File: config.mk
export PLATFORM = sky130hd
export DESIGN_NAME = network_job_sequencer_flat
export DESIGN_NICKNAME = d
export VERILOG_FILES = /design/src/rtl/network_job_sequencer_pkg.sv /design/src/rtl/network_job_sequencer_if.sv /design/src/rtl/network_job_sequencer_csr.sv /design/src/rtl/network_job_sequencer.sv /design/src/flat_wrapper.sv
export SDC_FILE = /design/constraint.sdc
export NUM_CORES = 1
export LEC_CHECK = 0
export CAP_MARGIN = 20
export CELL_PAD_IN_SITES_DETAIL_PLACEMENT = 2
export CELL_PAD_IN_SITES_GLOBAL_PLACEMENT = 2
export CORE_ASPECT_RATIO = 1.5
export CORE_MARGIN = 2
export CORE_UTILIZATION = 30
export DETAILED_ROUTE_END_ITERATION = 12
export GPL_TIMING_DRIVEN = 1
export PLACE_DENSITY = 0.7
export SETUP_SLACK_MARGIN = 0.3
export SYNTH_ARGS = -nofsm -noshare
export SYNTH_HDL_FRONTEND = slang
export SYNTH_HIERARCHICAL = 1
export SYNTH_SLANG_ARGS = --single-unit
export TNS_END_PERCENT = 20
File: constraint.sdc
create_clock -name clk -period 2.1 [get_ports clk]
set_clock_uncertainty 0.2 [all_clocks]
set_input_delay 0.21 -clock clk [delete_from_list [all_inputs] [get_ports clk]]
set_output_delay 0.21 -clock clk [all_outputs]
set_load 0.01 [all_outputs]
File: src/rtl/network_job_sequencer_pkg.sv
// Shared constants and types for the runNetwork job sequencer.
package network_seq_pkg;

    localparam int unsigned OPND_W    = 64;
    localparam int unsigned NET_IN_W  = 256;
    localparam int unsigned NET_OUT_W = 128;

    localparam logic [3:0] ADDR_OPND0  = 4'd0;
    localparam logic [3:0] ADDR_CTRL   = 4'd8;
    localparam logic [3:0] ADDR_STATUS = 4'd9;
    localparam logic [3:0] ADDR_RES0   = 4'd10;
    localparam logic [3:0] ADDR_LAT    = 4'd14;
    localparam logic [3:0] ADDR_ID     = 4'd15;

    localparam int unsigned CTRL_START    = 0;
    localparam int unsigned CTRL_CLR_DONE = 1;
    localparam int unsigned CTRL_CLR_ERR  = 2;
    localparam int unsigned CTRL_IRQ_EN   = 3;

    localparam int unsigned STAT_BUSY    = 0;
    localparam int unsigned STAT_DONE    = 1;
    localparam int unsigned STAT_OVERRUN = 2;
    localparam int unsigned STAT_JOB_LSB = 8;

    typedef enum logic {IDLE, RUN} seq_state_t;

endpackage

File: src/rtl/network_job_sequencer_if.sv
// Avalon-MM slave bus for the job sequencer register window.
interface network_job_sequencer_if;
    logic [3:0]  avs_s0_address;
    logic        avs_s0_read;
    logic        avs_s0_write;
    logic [31:0] avs_s0_writedata;
    logic [31:0] avs_s0_readdata;

    modport master (
        output avs_s0_address, avs_s0_read, avs_s0_write, avs_s0_writedata,
        input  avs_s0_readdata
    );
    modport slave (
        input  avs_s0_address, avs_s0_read, avs_s0_write, avs_s0_writedata,
        output avs_s0_readdata
    );
endinterface

File: src/rtl/network_job_sequencer_csr.sv
// Register file, write decode and registered readback for the job sequencer.
module network_seq_csr
    import network_seq_pkg::*;
#(
    parameter int unsigned DEFAULT_LATENCY = 0,
    parameter logic [31:0] BLOCK_ID        = 32'h4E45_5431
) (
    input  logic                 clk,
    input  logic                 reset,
    network_job_sequencer_if.slave avs,
    input  logic                 i_busy,
    input  logic                 i_done,
    input  logic                 i_overrun,
    input  logic [7:0]           i_job_count,
    input  logic [NET_OUT_W-1:0] i_result,
    output logic                 o_start,
    output logic                 o_clr_done,
    output logic                 o_clr_err,
    output logic [NET_IN_W-1:0]  o_operands,
    output logic [7:0]           o_latency,
    output logic                 o_irq_en
);

    logic [31:0] r_opnd [8];
    logic [7:0]  r_latency;
    logic        r_irq_en;
    logic [31:0] r_readdata;
    logic [31:0] w_rdata;
    logic        w_wr_ctrl;

    assign w_wr_ctrl  = avs.avs_s0_write && (avs.avs_s0_address == ADDR_CTRL);
    assign o_start    = w_wr_ctrl && avs.avs_s0_writedata[CTRL_START];
    assign o_clr_done = w_wr_ctrl && avs.avs_s0_writedata[CTRL_CLR_DONE];
    assign o_clr_err  = w_wr_ctrl && avs.avs_s0_writedata[CTRL_CLR_ERR];

    // Each 64-bit operand is {hi,lo}; net_in packs a in the top bits.
    assign o_operands = {r_opnd[1], r_opnd[0], r_opnd[3], r_opnd[2],
                         r_opnd[5], r_opnd[4], r_opnd[7], r_opnd[6]};
    assign o_latency  = r_latency;
    assign o_irq_en   = r_irq_en;
    assign avs.avs_s0_readdata = r_readdata;

    always_comb begin
        w_rdata = '0;
        if (avs.avs_s0_address < ADDR_CTRL) begin
            w_rdata = r_opnd[avs.avs_s0_address[2:0]];
        end else begin
            case (avs.avs_s0_address)
                ADDR_CTRL:         w_rdata[CTRL_IRQ_EN] = r_irq_en;
                ADDR_STATUS: begin
                    w_rdata[STAT_BUSY]                  = i_busy;
                    w_rdata[STAT_DONE]                  = i_done;
                    w_rdata[STAT_OVERRUN]               = i_overrun;
                    w_rdata[STAT_JOB_LSB +: 8]          = i_job_count;
                end
                ADDR_RES0:         w_rdata = i_result[95:64];
                ADDR_RES0 + 4'd1:  w_rdata = i_result[127:96];
                ADDR_RES0 + 4'd2:  w_rdata = i_result[31:0];
                ADDR_RES0 + 4'd3:  w_rdata = i_result[63:32];
                ADDR_LAT:          w_rdata[7:0] = r_latency;
                ADDR_ID:           w_rdata = BLOCK_ID;
                default:           w_rdata = '0;
            endcase
        end
    end

    always_ff @(posedge clk or negedge reset) begin
        if (!reset) begin
            for (int unsigned i = 0; i < 8; i++) r_opnd[i] <= '0;
            r_latency  <= 8'(DEFAULT_LATENCY);
            r_irq_en   <= 1'b0;
            r_readdata <= '0;
        end else begin
            if (avs.avs_s0_write) begin
                if (avs.avs_s0_address < ADDR_CTRL)
                    r_opnd[avs.avs_s0_address[2:0]] <= avs.avs_s0_writedata;
                if (avs.avs_s0_address == ADDR_CTRL)
                    r_irq_en <= avs.avs_s0_writedata[CTRL_IRQ_EN];
                if (avs.avs_s0_address == ADDR_LAT)
                    r_latency <= avs.avs_s0_writedata[7:0];
            end
            if (avs.avs_s0_read)
                r_readdata <= w_rdata;
        end
    end

endmodule

File: src/rtl/network_job_sequencer.sv
// Job sequencer top: launch FSM, latency counter, operand snapshot and result capture.
module network_job_sequencer
    import network_seq_pkg::*;
#(
    parameter int unsigned DEFAULT_LATENCY = 0,
    parameter logic [31:0] BLOCK_ID        = 32'h4E45_5431
) (
    input  logic                   clk,
    input  logic                   reset,
    network_job_sequencer_if.slave avs,
    output logic [NET_IN_W-1:0]    net_in,
    output logic                   net_in_valid,
    input  logic [NET_OUT_W-1:0]   net_out,
    output logic                   irq
);

    seq_state_t           r_state;
    logic [7:0]           r_cnt;
    logic [NET_IN_W-1:0]  r_net_in;
    logic                 r_net_in_valid;
    logic [NET_OUT_W-1:0] r_result;
    logic                 r_done;
    logic                 r_overrun;
    logic [7:0]           r_job_count;

    logic                 w_start;
    logic                 w_clr_done;
    logic                 w_clr_err;
    logic [NET_IN_W-1:0]  w_operands;
    logic [7:0]           w_latency;
    logic                 w_irq_en;

    network_seq_csr #(
        .DEFAULT_LATENCY (DEFAULT_LATENCY),
        .BLOCK_ID        (BLOCK_ID)
    ) u_csr (
        .clk         (clk),
        .reset       (reset),
        .avs         (avs),
        .i_busy      (r_state == RUN),
        .i_done      (r_done),
        .i_overrun   (r_overrun),
        .i_job_count (r_job_count),
        .i_result    (r_result),
        .o_start     (w_start),
        .o_clr_done  (w_clr_done),
        .o_clr_err   (w_clr_err),
        .o_operands  (w_operands),
        .o_latency   (w_latency),
        .o_irq_en    (w_irq_en)
    );

    assign net_in       = r_net_in;
    assign net_in_valid = r_net_in_valid;
    assign irq          = r_done & w_irq_en;

    // Clears are applied first so later set assignments take priority.
    always_ff @(posedge clk or negedge reset) begin
        if (!reset) begin
            r_state        <= IDLE;
            r_cnt          <= '0;
            r_net_in       <= '0;
            r_net_in_valid <= 1'b0;
            r_result       <= '0;
            r_done         <= 1'b0;
            r_overrun      <= 1'b0;
            r_job_count    <= '0;
        end else begin
            r_net_in_valid <= 1'b0;
            if (w_clr_done) r_done    <= 1'b0;
            if (w_clr_err)  r_overrun <= 1'b0;
            case (r_state)
                IDLE: begin
                    if (w_start) begin
                        r_state        <= RUN;
                        r_net_in       <= w_operands;
                        r_cnt          <= w_latency;
                        r_net_in_valid <= 1'b1;
                        r_done         <= 1'b0;
                    end
                end
                RUN: begin
                    if (w_start) r_overrun <= 1'b1;
                    if (r_cnt == 8'd0) begin
                        r_result    <= net_out;
                        r_job_count <= r_job_count + 8'd1;
                        r_done      <= 1'b1;
                        r_state     <= IDLE;
                    end else begin
                        r_cnt <= r_cnt - 8'd1;
                    end
                end
                default: r_state <= IDLE;
            endcase
        end
    end

endmodule

File: src/flat_wrapper.sv
// flat-port wrapper written by rule: the top's interface ports become plain ports
module network_job_sequencer_flat import network_seq_pkg::*;
#(
    parameter int unsigned DEFAULT_LATENCY = 0,
    parameter logic [31:0] BLOCK_ID        = 32'h4E45_5431
)
  (clk, reset, net_in, net_in_valid, net_out, irq, avs_avs_s0_address, avs_avs_s0_read, avs_avs_s0_write, avs_avs_s0_writedata, avs_avs_s0_readdata);
  network_job_sequencer_if avs_i ();
  input  logic clk;
  input  logic reset;
  output logic [NET_IN_W-1:0] net_in;
  output logic net_in_valid;
  input  logic [NET_OUT_W-1:0] net_out;
  output logic irq;
  input wire logic [$bits(avs_i.avs_s0_address)-1:0] avs_avs_s0_address;
  input wire logic [$bits(avs_i.avs_s0_read)-1:0] avs_avs_s0_read;
  input wire logic [$bits(avs_i.avs_s0_write)-1:0] avs_avs_s0_write;
  input wire logic [$bits(avs_i.avs_s0_writedata)-1:0] avs_avs_s0_writedata;
  output wire logic [$bits(avs_i.avs_s0_readdata)-1:0] avs_avs_s0_readdata;
  assign avs_i.avs_s0_address = avs_avs_s0_address;
  assign avs_i.avs_s0_read = avs_avs_s0_read;
  assign avs_i.avs_s0_write = avs_avs_s0_write;
  assign avs_i.avs_s0_writedata = avs_avs_s0_writedata;
  assign avs_avs_s0_readdata = avs_i.avs_s0_readdata;
  network_job_sequencer #(.DEFAULT_LATENCY(DEFAULT_LATENCY), .BLOCK_ID(BLOCK_ID)) u_core (.clk(clk), .reset(reset), .avs(avs_i), .net_in(net_in), .net_in_valid(net_in_valid), .net_out(net_out), .irq(irq));
endmodule
* Word level (Yosys, flattened, before mapping) *
Index checks and enable logic that the tools add are counted.

operators by class
  bitwise operators = 3
  magnitude comparators = 3
  add/subtract/negate cells = 2
  reduce and logical (&&, ||, !) cells = 12
  equal/unequal tests = 10
  muxes and demuxes = 26

operators by type and width
  operator               number
  $bwmux W256            1
  $mux W32               4
  $bmux W32 S3           1
  $demux W32 S3          1
  $pmux W16 S5           1
  $pmux W8 S6            1
  $eq A4 B4 Y1 const B   8
  $pmux W4 S6            1
  $pmux W3 S7            1
  $mux W8                2
  $pmux W8 S2            1
  $reduce_and A2 Y1      6
  $mux W1                9
  $add A8 B1 Y8 const B  1
  $logic_not A8 Y1       1
  $sub A8 B1 Y8 const B  1
  $pmux W1 S6            1
  $logic_and A1 B1 Y1    5
  $ge A4 B4 Y1 const B   1
  $lt A4 B1 Y1 const B   1
  $lt A4 B4 Y1 const B   1
  $ne A2 B2 Y1 const B   2
  $not A3 Y4             1
  $pmux W1 S2            2
  other kinds (2)        2

word-level totals
  register bits after elaboration = 701

* Depth between registers and ports, before layout *
  depth after elaboration = 6
  gate-level depth with buffers = 11

* Cells and area by module *
Netlist, hierarchy kept.

by module, submodules not included
  module                 cells an instance  area an instance (sq um)  times used
  network_job_sequencer  1718               15329.7                   1
  network_seq_csr        1029               14295.0                   1

* Least setup slack after synthesis *
OpenSTA, ideal clock, no wires.

  kind = input to register
  from = in avs_avs_s0_address[1]
  to = reg u_core.r_cnt[2]
  setup slack = 0.084 ns
  data required time = 1.817 ns
  cell stages on the path = 10
  library setup time = 0.083 ns
  data arrival time = 1.733 ns
  cell sequence = buf_6 > buf_6 > nand2b_1 > nor2_1 > and2_1 > nand2_2 > inv_2 > clkbuf_1 > a22oi_1 > o21ai_0

on the way
  longest elaborated chain between the ends = 5

RTL lines
  what                                line                             source
  start: declaration                  flat_wrapper.sv:15               input wire logic [$bits(avs_i.avs_s0_address)-1:0] avs_avs_s0_address;
  $eq A4 B4 Y1                        network_job_sequencer_csr.sv:31  assign w_wr_ctrl = avs.avs_s0_write && (avs.avs_s0_address == ADDR_CTRL);
  $logic_and A1 B1 Y1                 network_job_sequencer_csr.sv:31
  $logic_and A1 B1 Y1                 network_job_sequencer_csr.sv:32  assign o_start = w_wr_ctrl && avs.avs_s0_writedata[CTRL_START];
  via u_core.w_start                  network_job_sequencer.sv:26      logic w_start;
  $ne A2 B2 Y1 (no source line)       --
  $reduce_and A2 Y1 (no source line)  --
  end signal: assignment              network_job_sequencer.sv:77      r_cnt <= w_latency;
  end signal: assignment              network_job_sequencer.sv:90      r_cnt <= r_cnt - 8'd1;
  end: declaration                    network_job_sequencer.sv:18      logic [7:0] r_cnt;

The timed path passes the listed nets, and every way through them passes these cells.
A chain may end at the register's enable or synchronous reset.

* Worst setup path in the final report *
  from = reg u_core.r_cnt[1]
  to = reg u_core.r_result[61]

on the way
  longest elaborated chain between the ends = 2

RTL lines
  what                                line                         source
  $logic_not A8 Y1                    network_job_sequencer.sv:84  if (r_cnt == 8'd0) begin
  $reduce_and A2 Y1 (no source line)  --
  end signal: assignment              network_job_sequencer.sv:85  r_result <= net_out;
  end: declaration                    network_job_sequencer.sv:21  logic [NET_OUT_W-1:0] r_result;

Every way passes these cells.

==> results.md <==
- Status: finished with violations
- Violated checks: negative setup slack
- EDFF count, synth: 0
- Initial drt markers: 1502
- DP Area: 0.0373 mm^2
- Reg2Reg Launch Point: u_core/r_cnt[1]$_DFFE_PN0P_
- Pin count of the biggest net entering global routing: 82
- Routed Antenna Nets: 0
- Ratio of cells with drive above 1 in the final layout: 28.2%
- Dpl ws: -0.431 ns
- Final hold violation count: 0
- Final non-filler cell total: 4827
- Clk Tree Root Cell: clkbuf_16
- Tmin final: 2.14 ns
- Synth Net Count: 2918
- Synth top area cells: dfrtp_1 59%, nand2_1 16%, mux2_2 10%
- Gate power share: 21.4%
- Maximum vdd drop: 0.536 mV
- Sw power: between 10000 and 15000 uW
- Clk buf depth: 3
- H-tree Lvls: 3
- Post-synth top cells: 1233 x nand2_1, 701 x dfrtp_1, 266 x mux2_2
- Skew-Pair Late Insertion Delay: 0.67 ns
- Grt ovf: 0
- Power Density: between 900 and 1000 mW/mm^2
- First-pass GRT wire length: 197000 um
- Synthesized instance count: 2747
- Port bufs: 457
- HPWL after DPL: between 90000 and 100000 um
- Flops & latches, synth: 701
- Syn. warnings: 6
- Post-Layout Inst Area: 0.0431 mm^2
- Worst path required time: 2.50 ns
- Starting Density: a little under a third
- HP Class: in -> reg
- Chip Width: 261 um
- Area grow syn2layout: 45.4%
- Worst setup path class: reg -> reg
- Sequential power share: between 40% and 50%
- DR vias: ~25000
- Critical Path Fanout Max: 9
- Total Nets Final: 3650
- R2r setup slk: -0.04 ns
- Vias per cell: 5.12
- Critical Path Sink Type: flop
- Final WS setup: -0.0365 ns
- Core area: 0.0983 mm^2
- Pint: 28400 uW
- Global placement routability congestion: 0.845
- Pins Over Slew Limit: 0
- Worst path cell trace: inv_2 > ha_4 > nor3b_4 > buf_6 > and3_4 > buf_12 > buf_12 > buf_16 > nand2_1 > nand2_1
- Clk pwr share: 33.4%
- Largest stage delay on the critical path: 0.39 ns
- Worst slew margin: a little over a third
- Lkg Pwr: 0.0225 uW
- WHS Path Cells: 4
- Routed length per instance: 28.8 um
- Share of the synthesized area in the top cell type: 59.2%
- Dominant synthesized flop cell: dfrtp_1
- CP max-delay cell: dfrtp_1
- Fmax: 468 MHz
- Sum Neg Setup Slack: -0.164 ns
- Most instantiated library cell after synthesis: nand2_1
- # DRC: 0
- Mapped Avg Cell Area: 10.8 um^2
- Initial antenna violation count: 9
- Final Cycle Share: 102%
- # setup viols final: 9
- Rows: 141
- TritonCTS clock tree: done
- Top Ports: 458
- DIE AREA: 0.101 mm^2
- Die Y-Extent: roughly 400 um
- RR Endpoint: u_core/r_result[61]$_DFFE_PN0P_
- WL final: 139000 um
- Synth Cell Area: roughly 0.03 mm^2
- CP arrival: 2.54 ns
- Global Route Usage Sum: 26.5%
- Vias in the first global route: 28400
- Cts bufs inserted: 73
- Synth async-reset ratio: 100%
- Worst-Margin Slew: 0.971 ns
- Clock transition at the registers of the reported paths: approximately 0.070 ns
- Seq/Total Area, Yosys: between 50 and 60%
- RSZ-0062 raised after global routing: yes
- Cell variety after synth: 72
- Post-Place Cells: 4508
- Max-cap violation count: 0
- Worst r2r path cells: 10
- Net Sw Frac: 31.0%
- Fin util: 43.8%
- Worst Setup EP: u_core/r_result[61]$_DFFE_PN0P_
- Worst setup SP type: flop
- Drt first pass iters: 5
- Cell accounting for the most synthesized area: dfrtp_1
- Worst Setup SP: u_core/r_cnt[1]$_DFFE_PN0P_
- Clock sinks: 701
[what timing repair did]
action | 4_1_cts | 5_1_grt
endpoints found under the setup margin | 728 | 790
endpoints found under the hold margin | 844 | 15
setup buffers | 28 | 6
pin swaps | 23 | 75
gates cloned | 11 | 5
hold buffers | 133 | 1
resized for setup | 426 | 379
[power by group through the flow]
stage / Combinational [uW] / Clock, uW / Sequential [uW]
final: 8780 / 13700 / 18600
after global routing: 9480 / 14600 / 18900
after CTS: 8600 / 14000 / 18500
after detailed placement: 8370 / 0 / 18700
after global placement: 8000 / 0 / 18500
after floorplan: 3450 / 0 / 18100
[worst min-delay path by stage]
stage / endpoint / from / slack, ns
2_1_floorplan: u_core/net_in[0]$_DFFE_PN0P_ / reset / -0.29
3_3_place_gp: u_core/net_in[111]$_DFFE_PN0P_ / reset / -0.009
3_5_place_dp: u_core/net_in[111]$_DFFE_PN0P_ / reset / -0.004
4_1_cts: u_core/u_csr/o_latency[0]$_DFFE_PN0P_ / avs_avs_s0_address[0] / 0.07
5_1_grt: u_core/u_csr/o_latency[0]$_DFFE_PN0P_ / avs_avs_s0_address[0] / 0.11
6_report: u_core/u_csr/o_latency[0]$_DFFE_PN0P_ / avs_avs_s0_address[0] / 0.10
[worst max-delay path: cells and delay by family, from the launching register on]
kind / cells / cell delay (ns)
DFF: 1 / 0.39
adders and majority gates: 1 / 0.15
buffers and inverters: 5 / 0.69
and+or+nand+nor: 4 / 0.63
[registers in the layout, summed over array words and instances, names as in the netlist]
register	cells
u_core/net_in	256
u_core/u_csr/o_operands	256
u_core/r_result	128
u_core/u_csr/avs.avs_s0_readdata	32
u_core/r_cnt	8
u_core/r_job_count	8
u_core/u_csr/o_latency	8
u_core/net_in_valid	1
u_core/r_done	1
u_core/r_overrun	1
u_core/r_state	1
u_core/u_csr/o_irq_en	1
[cells in the final DEF (no fill, tap or decap), types with 19 or more instances in the layout]
master,netlist,final
nor2_1,31,25
dfrtp_1,701,690
nand2_2,1,109
mux4_2,50,50
clkdlybuf4s15_2,0,32
buf_12,2,70
clkbuf_8,0,25
nand2_1,1233,1042
a221oi_1,24,23
o21ai_0,23,22
clkbuf_16,0,82
mux2i_1,32,30
dlygate4sd2_1,0,90
clkdlybuf4s50_1,0,162
a21oi_1,20,19
mux2_2,266,266
buf_4,14,140
nand2_4,0,79
buf_2,96,34
dlygate4sd3_1,0,133
dlymetal6s2s_1,0,131
a22oi_1,33,33
[layer usage]
metal	global-route usage (%)	up-vias	part of all wire [%]
met5	0	-	0.021
met4	10.5	4	4.5
met3	4.88	278	4.9
met2	46.4	775	51
met1	31.9	13100	39
li1	-	10600	-
[cell type report]
type | instances | area, um^2
fill | 9778 | 55200
sequential | 701 | 17600
tap | 1287 | 1610
multi-input combinational | 1868 | 12300
clock inverter | 21 | 171
antenna | 4 | 10.0
inverter | 8 | 50.0
clock buffer | 111 | 2300
timing repair buffer | 827 | 9090
[kinds of logic after synthesis]
kind of cell / after synthesis / share of synthesized area, %
muxes: 354 / 15.3
xor gates and xnor gates: 8 / 0.237
DFF: 701 / 59.2
buffers and inverters: 178 / 3.18
adders and majority gates: 3 / 0.127
AOI/OAI and AO/OA: 181 / 4.60
and+or+nand+nor: 1322 / 17.3
[stage by stage]
step	total power, uW	hold slack (ns)
after floorplan	21500	-0.286
after global placement	26500	-0.00865
after detailed placement	27000	-0.00401
after CTS	41100	0.0681
after global routing	42900	0.108
final	41100	0.103
Note: power is estimated with default switching activity, not from simulation.
==> RTL change (same settings) <==
Register the output `irq`, without a reset; this adds one clock of latency there. The other outputs are not delayed to match.
--- a/src/rtl/network_job_sequencer.sv
+++ b/src/rtl/network_job_sequencer.sv
@@ -52,7 +52,9 @@
 
     assign net_in       = r_net_in;
     assign net_in_valid = r_net_in_valid;
-    assign irq          = r_done & w_irq_en;
+    always_ff @(posedge clk) begin
+        irq <= r_done & w_irq_en;
+    end
 
     // Clears are applied first so later set assignments take priority.
     always_ff @(posedge clk or negedge reset) begin
Check against the original RTL: not equivalent (a bounded check fails within 4 cycles, from zero or initial values and one cycle with reset low).
==> RTL change against the original RTL <==
  * The flow still finishes with violations (negative setup slack)
  * Total power rose by 3.0%
  * Die area barely moved
  * Routed wire length barely moved
  * Area after synthesis barely moved
  * Worst setup slack got worse by 0.020 ns
  * Final area fell by 0.67%
  * Via count rose by 0.96%
  * Sequential cell count rose by 1
  * Critical endpoint is now u_core/r_result[67]$_DFFE_PN0P_
  * Largest power group unchanged
==> RTL change: results (changes against the original RTL) <==
[critical_path]
arrival_ns=2.50  ; -0.04 ns
crit_fanout=24  ; +15

[yosys]
yosysSeqAreaShare_pct=59.24  ; about the same
synth_compound_area_share_pct=4.592  ; about the same
avgSynthCellArea_um2=10.79  ; about the same
synth_fa_ha_area_share_pct=0.1266  ; about the same
muxShareOfSynthArea_pct=15.33  ; about the same
synth_cell_types=73  ; +1.4%
synthArstFlopShare_pct=99.86  ; -0.14 points

[cells_and_area]
multiInputGateArea_mm2=0.01190  ; -3.2%
area_share_clock_buf_inv_pct=6.289  ; +0.54 points
clockBufferCount=104  ; -6.3%
syn_to_final_growth_pct=44.35
layout.nets=3686  ; +0.99%
nonClkBufAreaFrac_pct=20.95  ; -0.14 points
drive_above_1_share_pct=27.13  ; -1.1 points
seq_cells=702  ; +0.14%

[placed_design]
placed_cells_incl_taps=4514  ; +0.13%
pre_cts_slack_ns=-0.4340  ; -0.002617 ns
dpl-instance-area_mm2=0.03709  ; -0.46%
dp_hpwl_um=88990  ; -1.5%

[global_routing]
antenna_found_initial=11  ; +2
grt_pass1_wl_um=198200  ; +0.52%
use_met3_pct=4.833  ; -0.046 points
grt.total_usage_pct=26.59  ; +0.091 points
grt_use_met1_pct=31.34  ; -0.59 points

[timing]
worst_pin_slew_ns=0.9093  ; -0.06129 ns
fin_ws_ns=-0.05639  ; -0.01992 ns
timing.setup.tns_ns=-0.3240  ; -0.1597 ns
setup_viol=18  ; +9

[drt]
drt_iter0_markers=1574  ; +4.8%
dr_total_vias=24980  ; +0.96%
wl_met1_um=53770  ; -1.5%
wl_met2_um=72510  ; +1.8%
wl_met3_um=6994  ; +2.3%
wire_per_inst_um=28.57  ; -0.72%

[cts]
cts_resized=473  ; +11%

[power]
power_frac_clock_pct=34.9  ; +1.5 points
switching_share_pct=30.57  ; -0.43 points

[status]
status=complete, but fails checks
violations=negative setup slack

-- RTL change: worst paths after layout --
path / from / endpoint / slack, ns / depth (start not counted)
worst max-delay path: u_core/r_cnt[0]$_DFFE_PN0P_ / u_core/r_result[67]$_DFFE_PN0P_ / -0.06 / 10
worst min-delay path: avs_avs_s0_address[2] / u_core/u_csr/avs.avs_s0_readdata[16]$_DFFE_PN0P_ / 0.11 / 5
worst max register to register: u_core/r_cnt[0]$_DFFE_PN0P_ / u_core/r_result[67]$_DFFE_PN0P_ / -0.06 / 10
worst min register to register: u_core/net_in[64]$_DFFE_PN0P_ / u_core/net_in[64]$_DFFE_PN0P_ / 0.27 / 2
max in group asynchronous: reset / u_core/net_in[246]$_DFFE_PN0P_ / 0.98 / 3
min in group asynchronous: reset / u_core/u_csr/o_operands[219]$_DFFE_PN0P_ / 0.16 / 3
